--- src/rtl/regfile_port_sched_pkg.sv ---
// ----------------------------------------------------------------------------
// regfile_port_sched_pkg
// Shared constants and helpers for the register-file port scheduler.
//   REQ_ALU / REQ_MEM : index of each write requester in the arbiter vectors
//   onehot_decode     : register address -> one-hot strobe vector. The result
//                       is sized for the largest supported file; callers
//                       narrow it to NREGS bits with a size cast.
// ----------------------------------------------------------------------------
package regfile_port_sched_pkg;

  localparam int REQ_ALU   = 0;
  localparam int REQ_MEM   = 1;

  localparam int MAX_NREGS = 16;
  localparam int MAX_AW    = 4;

  function automatic logic [MAX_NREGS-1:0] onehot_decode(input logic [MAX_AW-1:0] addr);
    logic [MAX_NREGS-1:0] v;
    v       = '0;
    v[addr] = 1'b1;
    return v;
  endfunction

endpackage

--- src/rtl/regfile_port_sched_arb.sv ---
// ----------------------------------------------------------------------------
// rr_arb2
// Two-requester round-robin arbiter with a 1-bit priority pointer.
//   clock   : rising-edge clock
//   reset_n : asynchronous active-low reset, pointer returns to requester 0
//   valid   : request vector, bit n = requester n
//   grant   : one-hot (or zero) grant, combinational from valid and pointer
// A lone requester always wins. Under contention the pointer names the
// winner and then flips, so the pointer only moves when both request.
// ----------------------------------------------------------------------------
module rr_arb2 (
  input  logic       clock,
  input  logic       reset_n,
  input  logic [1:0] valid,
  output logic [1:0] grant
);

  logic r_ptr;

  always_comb begin
    grant = 2'b00;
    case (valid)
      2'b01:   grant = 2'b01;
      2'b10:   grant = 2'b10;
      2'b11:   grant = r_ptr ? 2'b10 : 2'b01;
      default: grant = 2'b00;
    endcase
  end

  always_ff @(posedge clock or negedge reset_n) begin
    if (!reset_n) begin
      r_ptr <= 1'b0;
    end else if (valid == 2'b11) begin
      r_ptr <= ~r_ptr;
    end
  end

endmodule

--- src/rtl/regfile_port_sched.sv ---
// ----------------------------------------------------------------------------
// regfile_port_sched
// Sequences writes and reads of an external bank of NREGS 16-bit registers.
//   clock, reset_n                  : clock, asynchronous active-low reset
//   wr0_valid/addr/data, wr0_ready  : write requester 0 (ALU writeback)
//   wr1_valid/addr/data, wr1_ready  : write requester 1 (memory load)
//   rd_valid/addr_a/addr_b, rd_ready: read request for buses A and B
//   load, d_in                      : per-register load strobes, write data
//   oe_a, oe_b                      : per-register output enables, buses A/B
// Handshake: a request transfers in the cycle where its valid and ready are
// both high; ready never depends on anything but valids, the arbiter
// pointer and reset. Every transfer shows up on the registered strobes in
// the following cycle only, so the register bank sees a write two cycles
// after the handshake and a same-cycle read observes the old contents.
// ----------------------------------------------------------------------------
module regfile_port_sched
  import regfile_port_sched_pkg::*;
#(
  parameter  int NREGS   = 8,
  parameter  bit R0_ZERO = 1'b1,
  localparam int AW      = $clog2(NREGS)
) (
  input  logic             clock,
  input  logic             reset_n,
  input  logic             wr0_valid,
  input  logic [AW-1:0]    wr0_addr,
  input  logic [15:0]      wr0_data,
  output logic             wr0_ready,
  input  logic             wr1_valid,
  input  logic [AW-1:0]    wr1_addr,
  input  logic [15:0]      wr1_data,
  output logic             wr1_ready,
  input  logic             rd_valid,
  input  logic [AW-1:0]    rd_addr_a,
  input  logic [AW-1:0]    rd_addr_b,
  output logic             rd_ready,
  output logic [NREGS-1:0] load,
  output logic [15:0]      d_in,
  output logic [NREGS-1:0] oe_a,
  output logic [NREGS-1:0] oe_b
);

  logic [1:0]       w_valid;
  logic [1:0]       w_grant;
  logic             w_wr_fire;
  logic [AW-1:0]    w_wr_addr;
  logic [15:0]      w_wr_data;
  logic             w_wr_drop;
  logic [NREGS-1:0] w_load_nxt;

  logic [NREGS-1:0] r_load;
  logic [15:0]      r_d_in;
  logic [NREGS-1:0] r_oe_a;
  logic [NREGS-1:0] r_oe_b;

  assign w_valid[REQ_ALU] = wr0_valid;
  assign w_valid[REQ_MEM] = wr1_valid;

  rr_arb2 u_arb (
    .clock   (clock),
    .reset_n (reset_n),
    .valid   (w_valid),
    .grant   (w_grant)
  );

  // Readies are forced low during reset; the state flops are held in reset
  // anyway, so the internal fire signal can use the raw grant.
  assign wr0_ready = reset_n & w_grant[REQ_ALU];
  assign wr1_ready = reset_n & w_grant[REQ_MEM];
  assign rd_ready  = reset_n;

  assign w_wr_fire = |w_grant;
  assign w_wr_addr = w_grant[REQ_MEM] ? wr1_addr : wr0_addr;
  assign w_wr_data = w_grant[REQ_MEM] ? wr1_data : wr0_data;

  // A write to register 0 is acknowledged but never strobed when it is
  // hard-wired to zero.
  assign w_wr_drop  = R0_ZERO && (w_wr_addr == '0);
  assign w_load_nxt = (w_wr_fire && !w_wr_drop)
                      ? NREGS'(onehot_decode(MAX_AW'(w_wr_addr))) : '0;

  // Write stage: strobes are single-cycle, data bus holds its last value.
  always_ff @(posedge clock or negedge reset_n) begin
    if (!reset_n) begin
      r_load <= '0;
      r_d_in <= '0;
    end else begin
      r_load <= w_load_nxt;
      if (w_wr_fire) begin
        r_d_in <= w_wr_data;
      end
    end
  end

  // Read stage: always ready, enables asserted for exactly one cycle.
  always_ff @(posedge clock or negedge reset_n) begin
    if (!reset_n) begin
      r_oe_a <= '0;
      r_oe_b <= '0;
    end else if (rd_valid) begin
      r_oe_a <= NREGS'(onehot_decode(MAX_AW'(rd_addr_a)));
      r_oe_b <= NREGS'(onehot_decode(MAX_AW'(rd_addr_b)));
    end else begin
      r_oe_a <= '0;
      r_oe_b <= '0;
    end
  end

  assign load = r_load;
  assign d_in = r_d_in;
  assign oe_a = r_oe_a;
  assign oe_b = r_oe_b;

endmodule

--- config.mk ---
export PLATFORM = sky130hd
export DESIGN_NAME = regfile_port_sched
export DESIGN_NICKNAME = d
export VERILOG_FILES = /design/src/rtl/regfile_port_sched_pkg.sv /design/src/rtl/regfile_port_sched_arb.sv /design/src/rtl/regfile_port_sched.sv
export SDC_FILE = /design/constraint.sdc
export NUM_CORES = 1
export LEC_CHECK = 0
export ABC_CLOCK_PERIOD_IN_PS = 2100
export BUFFER_PORTS_ARGS = -buffer_cell sky130_fd_sc_hd__buf_4
export CORE_MARGIN = 10
export CORE_UTILIZATION = 44
export DETAILED_ROUTE_END_ITERATION = 7
export PLACE_DENSITY = 0.75
export SLEW_MARGIN = 20
export SYNTH_ARGS = -nofsm -noshare
export SYNTH_HDL_FRONTEND = slang
export SYNTH_HIERARCHICAL = 1
export SYNTH_SLANG_ARGS = --single-unit
--- constraint.sdc ---
create_clock -name clock -period 2.1 [get_ports clock]
set_clock_uncertainty 0.15 [all_clocks]
set_input_delay 0.42 -clock clock [delete_from_list [all_inputs] [get_ports clock]]
set_output_delay 0.42 -clock clock [all_outputs]
set_load 0.005 [all_outputs]
==> impl_metrics.csv <==
group,metric,value,unit
status,status,"complete, no violations",
sta,timing.hold.ws,0.153,ns
yosys,synth_xor_area_share,0.523,%
cells_and_area,n_fill_cell,306,
yosys,synth_top_family_by_area,"simple AND/OR/NAND/NOR gates",
setup_path,end_kind,"output pin",
setup_path,crit_path_max_incr_delay,0.54,ns
cts,clockBufferDepth,2,
placed_design,port_buffers,91,
yosys,synth_compound_area_share,8.96,%
floorplanning,rows,22,
grt,antenna_found_initial,0,
yosys,netlist_instances,149,
yosys,synth_seq_cells,41,
detailed_routing,firstDrtPassIters,4,
floorplanning,initial_core_util,45.8,%
detailed_routing,via_per_inst,4.81,
cts,cts_setup_buffers,0,
setup_path,crit_required,1.53,ns
cells_and_area,areaGrowthSynthToFinish,52.7,%
cells_and_area,nets,296,
yosys,synth_fp_nets,198,
flow_run,drv_cap,0,
yosys,synthMuxAreaShare,9.56,%
cells_and_area,final_common_cell,"buf_4",
sta,finalSetupTns,0,ns
cts,cts.sinks,41,
yosys,yosysWarnings,6,
floorplanning,dieArea,6680,sq um
sta,final_max_slew_viol_count,0,
yosys,yosys.area_share.simple,16.6,%
setup_path,path_common_cell,"buf_4",
floorplanning,die_w,81.7,microns
sta,fmax,504,MHz
yosys,synthAdderAreaFrac,0,%
detailed_routing,dr_total_vias,1425,
sta,rsz0062_at_grt,"no",
cells_and_area,drive_gt1_share,44.0,%
detailed_routing,detail_route.wl_per_cell,15.9,microns
cts,clk_latency,0.29,ns
placed_design,dp_hpwl,3870,microns
setup_path,crit_path_max_fanout,7,
pwr,power_density,851,nW/um^2
floorplanning,coreArea,3660,sq um
setup_path,path_class,"input pin to output pin",
cells_and_area,antennaDiodeCount,0,
yosys,seq_area_frac_synth,61.2,%
setup_path,path_cells,"dlygate4sd3_1 -> buf_4 -> and2_1 -> buf_4",
pwr,leakage,1.31,nW
floorplanning,ioPinCount,92,
setup_path,worstSetupStartpointType,"input pin",
sta,hold_viol,0,
cts,cts_buffers,5,
grt,grt_pass1_wl,7170,microns
worst_hold_path,min_path_type,"input pin to register",
detailed_routing,routed_wl,4700,microns
cts,tritoncts,"built",
detailed_routing,drtIter0Drc,81,
yosys,syn-cell-area,1680,sq um
cells_and_area,mostFrequentLayoutCells,"97 x buf_4, 41 x dfrtp_1, 22 x nand2_1",
grt,grt.overflow.total,0,
yosys,ys_types,24,
detailed_routing,drc,0,
detailed_routing,ant_nets,0,
placed_design,place_congestion,0.745,
setup_path,critical-path-top-delay-family,"buffers and inverters",
sta,setup_viol,0,
cts,clkTransAtPathRegs,0.08,ns
sta,fin_crit_sh,94.4,%
setup_path,crit_arrival,1.41,ns
grt,grt_pass1_vias,1496,
setup_path,cp_num_buf_inv,3,
yosys,syn_area_per_cell,11.2,sq um
pwr,power,0.00218,W
grt,track_usage,13.9,%
sta,fin_crit,1.98,ns
cts,cts-root-buf,"clkbuf_8",
cts,h-tree-depth,2,
grt,grt_max_degree,28,
floorplanning,dieHeight,81.7,microns
pwr,peakVddDrop,0.486,mV
setup_path,cp_slowest_cell,"dlygate4sd3_1",
[flip-flops by register name, indices dropped and copies added, names as in the netlist]
register     cells
u_arb/r_ptr      1
d_in            16
load             8
oe_b             8
oe_a             8
[worst register-to-register path: stages, from the launching register on]
cell	delay (ns)
dfrtp_1	0.41
inv_1	0.11
a21boi_4	0.11
buf_4	0.17
or3b_2	0.48
a22oi_1	0.19
[per-stage QoR]
step | utilization [%] | cell area [sq um] | std cells | setup WS [ns]
floorplan | - | 1680 | 149 | 0.225
global placement | 66.3 | 2430 | 287 | 0.292
detailed placement | 66.3 | 2430 | 287 | 0.261
CTS | 69.7 | 2550 | 296 | 0.0773
global route | 69.9 | 2560 | 296 | 0.0753
finish | 69.9 | 2560 | 296 | 0.117
[power breakdown]
group | switching [W] | total, W | internal, W | leakage [nW]
logic | 0.000259 | 0.000582 | 0.000323 | 0.728
registers | 0.0000595 | 0.000966 | 0.000906 | 0.532
clock network | 0.000274 | 0.000630 | 0.000356 | 0.0543
[final timing paths]
kind                       depth (start not counted)    startpoint           to  slack, ns
setup / recovery                                   4       reset_n    wr0_ready       0.12
hold / removal                                     2  rd_addr_b[1]      oe_b[1]       0.15
setup reg to reg                                   5   u_arb/r_ptr      load[4]       0.40
hold reg to reg                                    1   u_arb/r_ptr  u_arb/r_ptr       0.37
max in group asynchronous                          3       reset_n  u_arb/r_ptr       1.00
min in group asynchronous                          2       reset_n     d_in[14]       0.31
[layout make-up]
class	count	area, sq um	share of cell area (%)
flip-flops and latches	41	1030	40.1
repair buffers	98	738	28.9
multi-input cells	100	616	24.1
clock buffers	5	68.8	2.69
well taps	48	60.1	2.35
clock inverters	3	46.3	1.81
inverters	1	3.75	0.147
[cells in the mapped netlist (all sizes together)]
master,count,area (sq um)
xnor2,1,8.76
nor3b,1,7.51
buf,6,41.3
mux2i,16,160
nor3,5,25.0
a22oi,6,45.0
conb,1,3.75
or3b,3,26.3
dfrtp,41,1030
and2,2,12.5
inv,1,3.75
clkbuf,1,3.75
nor2,12,45.0
nand3,1,5.00
o21ai,16,80.1
a21boi,2,15.0
nand3b,4,30.0
nand2,22,82.6
nand2b,7,43.8
o2bb2a,1,10.0
[logic make-up after synthesis]
kind of cell / Yosys count
AOI/OAI and AO/OA: 25
xor gates and xnor gates: 1
buffers and inverters: 8
DFF: 41
muxes: 16
other: 1
and+or+nand+nor: 57
[what timing repair did]
| item | in CTS | in global routing |
|---|---|---|
| endpoints found under the hold margin | 18 | 0 |
| gates resized for setup | 0 | 1 |
| hold buffers | 1 | 0 |
| setup endpoints to repair | 0 | 1 |
[per-layer routing]
layer | vias to the layer above | share of wire, % | GRT usage, %
li1 | 700 | - | -
met1 | 661 | 36 | 14.2
met2 | 59 | 49 | 24.2
met3 | 5 | 14 | 7.10
met4 | 0 | 0.77 | 4.59
met5 | - | 0 | 0
Power figures use the tool's default switching activity.
